### src/rtl/serial_add_seq.sv
`default_nettype none
//==============================================================================
// Module      : serial_add_seq
// Description : Bit-serial add sequencer over the CIM array (LSB first, one
//               bit plane per cycle). Optional final-carry write-back is built
//               when SERIAL_ADD_CARRY_WB_EN is defined.
// Revision    : 1.0
//==============================================================================
module serial_add_seq #(
    parameter int LANES    = 32,
    parameter int MAX_BITS = 32,
    parameter int ADDR_W   = 8
) (
    input  logic              sys_clk_in,
    input  logic              sys_reset_in,
    input  logic              start_in,
    input  logic              abort_in,
    input  logic [ADDR_W-1:0] a_base_in,
    input  logic [ADDR_W-1:0] b_base_in,
    input  logic [ADDR_W-1:0] dst_base_in,
    input  logic [5:0]        nbits_in,
    input  logic [LANES-1:0]  carry_init_in,
    output logic              ready_out,
    output logic              done_out,
    output logic              rd_en_out,
    output logic [ADDR_W-1:0] rd_addr_a_out,
    output logic [ADDR_W-1:0] rd_addr_b_out,
    input  logic [LANES-1:0]  and_in,
    input  logic [LANES-1:0]  xor_in,
    output logic [LANES-1:0]  and_out,
    output logic [LANES-1:0]  xor_out,
    output logic              load_carry_out,
    output logic              update_carry_out,
    output logic [LANES-1:0]  carry_out,
    input  logic [LANES-1:0]  sum_in,
    output logic              wr_en_out,
    output logic [ADDR_W-1:0] wr_addr_out,
    output logic [LANES-1:0]  wr_data_out
);

    typedef enum logic [2:0] {
        S_IDLE  = 3'd0,
        S_LOAD  = 3'd1,
        S_RUN   = 3'd2,
        S_CARRY = 3'd3,
        S_DONE  = 3'd4
    } state_t;

`ifdef SERIAL_ADD_CARRY_WB_EN
    localparam bit c_carry_wb = 1'b1;
`else
    localparam bit c_carry_wb = 1'b0;
`endif
    localparam logic [5:0] c_max_bits = 6'(MAX_BITS);

    state_t              state_q, state_d;
    logic [5:0]          k_q, k_d;
    logic [5:0]          n_q, n_d;
    logic [ADDR_W-1:0]   a_base_q, a_base_d;
    logic [ADDR_W-1:0]   b_base_q, b_base_d;
    logic [ADDR_W-1:0]   dst_base_q, dst_base_d;
    logic [LANES-1:0]    carry_init_q, carry_init_d;

    logic                w_accept;
    logic                w_abort;
    logic                w_last;
    logic [5:0]          w_nbits_clamped;
    logic [5:0]          w_rd_idx;
    logic [5:0]          w_wr_idx;

    assign w_accept        = start_in && (state_q == S_IDLE);
    assign w_abort         = abort_in && (state_q != S_IDLE);
    assign w_last          = (k_q == (n_q - 6'd1));
    assign w_nbits_clamped = (nbits_in > c_max_bits) ? c_max_bits : nbits_in;

    always_comb begin
        state_d      = state_q;
        k_d          = k_q;
        n_d          = n_q;
        a_base_d     = a_base_q;
        b_base_d     = b_base_q;
        dst_base_d   = dst_base_q;
        carry_init_d = carry_init_q;
        case (state_q)
            S_IDLE: begin
                if (w_accept) begin
                    n_d          = w_nbits_clamped;
                    a_base_d     = a_base_in;
                    b_base_d     = b_base_in;
                    dst_base_d   = dst_base_in;
                    carry_init_d = carry_init_in;
                    state_d      = (w_nbits_clamped == 6'd0) ? S_DONE : S_LOAD;
                end
            end
            S_LOAD: begin
                k_d     = 6'd0;
                state_d = S_RUN;
            end
            S_RUN: begin
                if (w_last) begin
                    state_d = c_carry_wb ? S_CARRY : S_DONE;
                end else begin
                    k_d = k_q + 6'd1;
                end
            end
            S_CARRY: state_d = S_DONE;
            S_DONE:  state_d = S_IDLE;
            default: state_d = S_IDLE;
        endcase
        // Abort overrides every transition out of a busy state.
        if (w_abort) begin
            state_d = S_IDLE;
        end
    end

    always_ff @(posedge sys_clk_in or posedge sys_reset_in) begin
        if (sys_reset_in) begin
            state_q      <= S_IDLE;
            k_q          <= '0;
            n_q          <= '0;
            a_base_q     <= '0;
            b_base_q     <= '0;
            dst_base_q   <= '0;
            carry_init_q <= '0;
        end else begin
            state_q      <= state_d;
            k_q          <= k_d;
            n_q          <= n_d;
            a_base_q     <= a_base_d;
            b_base_q     <= b_base_d;
            dst_base_q   <= dst_base_d;
            carry_init_q <= carry_init_d;
        end
    end

    // LOAD fetches plane 0; each RUN cycle prefetches the next plane.
    assign w_rd_idx = (state_q == S_LOAD) ? 6'd0 : (k_q + 6'd1);
    assign w_wr_idx = (state_q == S_CARRY) ? n_q : k_q;

    assign ready_out        = (state_q == S_IDLE);
    assign done_out         = (state_q == S_DONE);
    assign rd_en_out        = !w_abort && ((state_q == S_LOAD) ||
                                           ((state_q == S_RUN) && !w_last));
    assign rd_addr_a_out    = rd_en_out ? (a_base_q + ADDR_W'(w_rd_idx)) : '0;
    assign rd_addr_b_out    = rd_en_out ? (b_base_q + ADDR_W'(w_rd_idx)) : '0;
    assign load_carry_out   = !w_abort && (state_q == S_LOAD);
    assign update_carry_out = !w_abort && (state_q == S_RUN);
    assign carry_out        = load_carry_out ? carry_init_q : '0;
    assign wr_en_out        = !w_abort && ((state_q == S_RUN) || (state_q == S_CARRY));
    assign wr_addr_out      = wr_en_out ? (dst_base_q + ADDR_W'(w_wr_idx)) : '0;
    assign wr_data_out      = wr_en_out ? sum_in : '0;

    // Zero planes in CARRY make the adder's sum equal the final carry.
    assign and_out = (state_q == S_CARRY) ? '0 : and_in;
    assign xor_out = (state_q == S_CARRY) ? '0 : xor_in;

endmodule
`default_nettype wire

### config.mk
export PLATFORM = sky130hd
export DESIGN_NAME = serial_add_seq
export DESIGN_NICKNAME = d
export VERILOG_FILES = /design/src/rtl/serial_add_seq.sv
export SDC_FILE = /design/constraint.sdc
export NUM_CORES = 1
export LEC_CHECK = 0
export CORE_MARGIN = 4
export CORE_UTILIZATION = 38
export DETAILED_ROUTE_END_ITERATION = 10
export PLACE_DENSITY = 0.83
export SYNTH_ARGS = -nofsm -noshare
export SYNTH_HDL_FRONTEND = slang
export SYNTH_SLANG_ARGS = --single-unit
### constraint.sdc
create_clock -name sys_clk_in -period 4.09 [get_ports sys_clk_in]
set_input_delay 0.6135 -clock sys_clk_in [delete_from_list [all_inputs] [get_ports sys_clk_in]]
set_output_delay 0.6135 -clock sys_clk_in [all_outputs]
set_load 0.02 [all_outputs]
==> results.ini <==
[cells_and_area]
layout_common_cells=clkdlybuf4s50_1 (315), nand2_1 (185), and2_1 (98)
synthToLayoutAreaGrowth_pct=73.9
final_common_cell=clkdlybuf4s50_1
n_fill_cell=1066
layout.cells.non_filler=1145
nets=1145
layout-drive-gt1-share_pct=5.97

[critical_path]
crit_path_start=state_q[2]$_DFFE_PP0P_
rrSetupSlack_ps=1690
rr_startpoint=n_q[0]$_DFFE_PP0P_
critical_path_required_ps=3480
reg2reg_depth=7
worst_r2r_endpoint=state_q[2]$_DFFE_PP0P_
crit_fanout=16
arrival_ps=3340
path_class=reg2out
critPathLaunchType=register
end_kind=output port

[pwr]
total_leakage_power_uw=0.00400
ir_worst_vdd_mv=0.250
power.density_nw_per_um2=428

[sta]
worstMarginPinSlew_ps=656
drv_slew=0
layout_min_cycle_time_ps=3950
fmax_ghz=0.253
fin_ws_ps=138
finalSetupViolations=0
finClkSkew_ps=9.17
post-route-period-util_pct=96.6
rsz0062_at_grt=true
finalHoldViolCount=0
relSlewSlack_pct=56.3

[logic_synthesis]
syn-cell-area_um2=5040
yosys_warnings=0
synthesis.nets=838
synth-seq-area-share_pct=35.3
ys_types=55
synth_cells=659
synth_flop_cell=dfrtp_1
synth_edf_count=0
postSynth.asyncResetShare_pct=100
syn_area_per_cell_um2=7.65
ys_seq_elements=71

[route]
firstDrtPassIters=6
first_iter_violations=230
via_per_inst=4.79
vias=5489
wirelength_um=18500
ant_nets=0
drc=0
routedWlPerCell_um=16.1

[outcome]
status=finished, final reports clean

[placement]
portBuffers=319
post-place-cells=1125
post-place-ws_ps=174
dp_hpwl_um=14400
place.gp.congestion=0.873

[clock_network]
clk_latency_ps=330
clock_sinks=71
cts_tree=done
cts_max_path_buffers=2
cts_root_buf=clkbuf_16
clk_pin_slew_ps=60
cts_htree_levels=3
numCtsBuffers=9

[floorplanning]
initial_utilization_pct=39.3
row_count=41
coreArea_um2=12800
dieArea_um2=15200
dieHeight_um=123
io_pins=320
die_w_um=123

[flow_run]
drv_cap=0

[global_routing]
grt_first_pass_wirelength_um=27000
antenna_found_initial=2
gr-total-overflow=0
grt_pass1_vias=5232
grt.total_usage_pct=22.6
grt_max_degree=54

[worst_hold_path]
worstHoldStart=carry_init_q[2]$_DFFE_PP0P_
min_delay_path_depth=2
min_to=carry_init_q[2]$_DFFE_PP0P_
min-delay-path-class=reg2reg

==> synth_stat cells, types with 5 or more instances <==
master    number  share of area [%]
a21oi_1       13                1.3
clkbuf_1      32                2.4
inv_1         21                1.6
nor2b_1        7               0.87
buf_2          7               0.70
a31oi_1        8               0.99
nand2_1      186                 14
a21o_1         5               0.74
nor2_1        34                2.5
ha_1          16                4.0
and3_1        33                4.1
nand3b_1       6               0.89
nand3_1       10               0.99
xnor2_1       17                3.0
nor3_1        12                1.2
o21ai_0       17                1.7
and2_1        99                 12
dfrtp_1       71                 35
nor3b_1        6               0.89
==> cell type report <==
type | instances | area [um^2] | share of cell area (%)
Tap cell | 172 | 215 | 2.46
Clock buffer | 9 | 225 | 2.57
Sequential cell | 71 | 1780 | 20.3
Antenna cell | 2 | 5.00 | 0.0571
Timing Repair Buffer | 339 | 3360 | 38.3
Inverter | 21 | 78.8 | 0.899
Multi-Input combinational cell | 524 | 3030 | 34.5
Clock inverter | 7 | 77.6 | 0.885
==> kinds of logic after synthesis <==
| family | count (synthesis) | synth area share [%] |
|---|---|---|
| compound gates | 66 | 8.94 |
| simple gates | 411 | 40.6 |
| xor+xnor | 22 | 3.97 |
| mux | 7 | 1.49 |
| buf+inv | 64 | 5.19 |
| flops | 71 | 35.3 |
| fa+ha+maj | 18 | 4.57 |
==> how the worst max path moves through the flow <==
stage / end / slack (ps) / depth (start not counted)
final: rd_addr_a_out[7] / 140 / 10
after global routing: wr_addr_out[5] / -60 / 10
after CTS: wr_addr_out[7] / 20 / 10
after detailed placement: wr_addr_out[6] / 170 / 12
after global placement: wr_addr_out[6] / 320 / 12
after floorplan: rd_addr_b_out[6] / 270 / 13
==> state kept, by name (all words and copies together) (netlist names) <==
name / count
n_q: 6
carry_init_q: 32
k_q: 6
a_base_q: 8
b_base_q: 8
state_q: 3
dst_base_q: 8
==> routing by layer <==
layer,global-route usage (%),vias to the layer above,routed length (um)
li1,-,2766,-
met1,27.9,2492,7310
met2,37.3,213,9070
met3,7.69,18,1830
met4,7.06,0,251
met5,0,-,0
==> power breakdown <==
part | internal [uW] | switching (uW) | leakage [uW]
registers | 934 | 191 | 0.000890
clock network | 479 | 319 | 0.000147
logic | 871 | 953 | 0.00296
==> metrics by stage <==
stage | setup TNS, ps | total power [uW] | hold slack (ps) | util [%] | cell area [um^2]
2_1_floorplan | 0 | 2210 | 437 | - | 5040
3_3_place_gp | 0 | 2910 | 449 | 65.7 | 8420
6_report | 0 | 3750 | 463 | 68.3 | 8760
4_1_cts | 0 | 3760 | 469 | 68.1 | 8740
5_1_grt | -125 | 3990 | 484 | 68.3 | 8760
3_5_place_dp | 0 | 2950 | 454 | 65.7 | 8420
==> what timing repair did <==
action | in CTS | in global routing
hold endpoints to repair | 0 | 0
setup buffers | 2 | 0
pin swaps | 0 | 0
hold buffers | 0 | 0
cloned | 0 | 0
resized for setup | 3 | 8
setup endpoints to repair | 2 | 5
==> worst max-delay path, cell delays in order, from the launching register on <==
cell and delay, ps:
dfrtp_1 460, or3b_1 420, buf_4 200, o21a_1 130
ha_1 320, and4_1 200, a31oi_1 280, a211oi_1 150
xnor2_1 140, nor2_1 90, clkdlybuf4s50_1 610
Power figures use the tool's default switching activity.
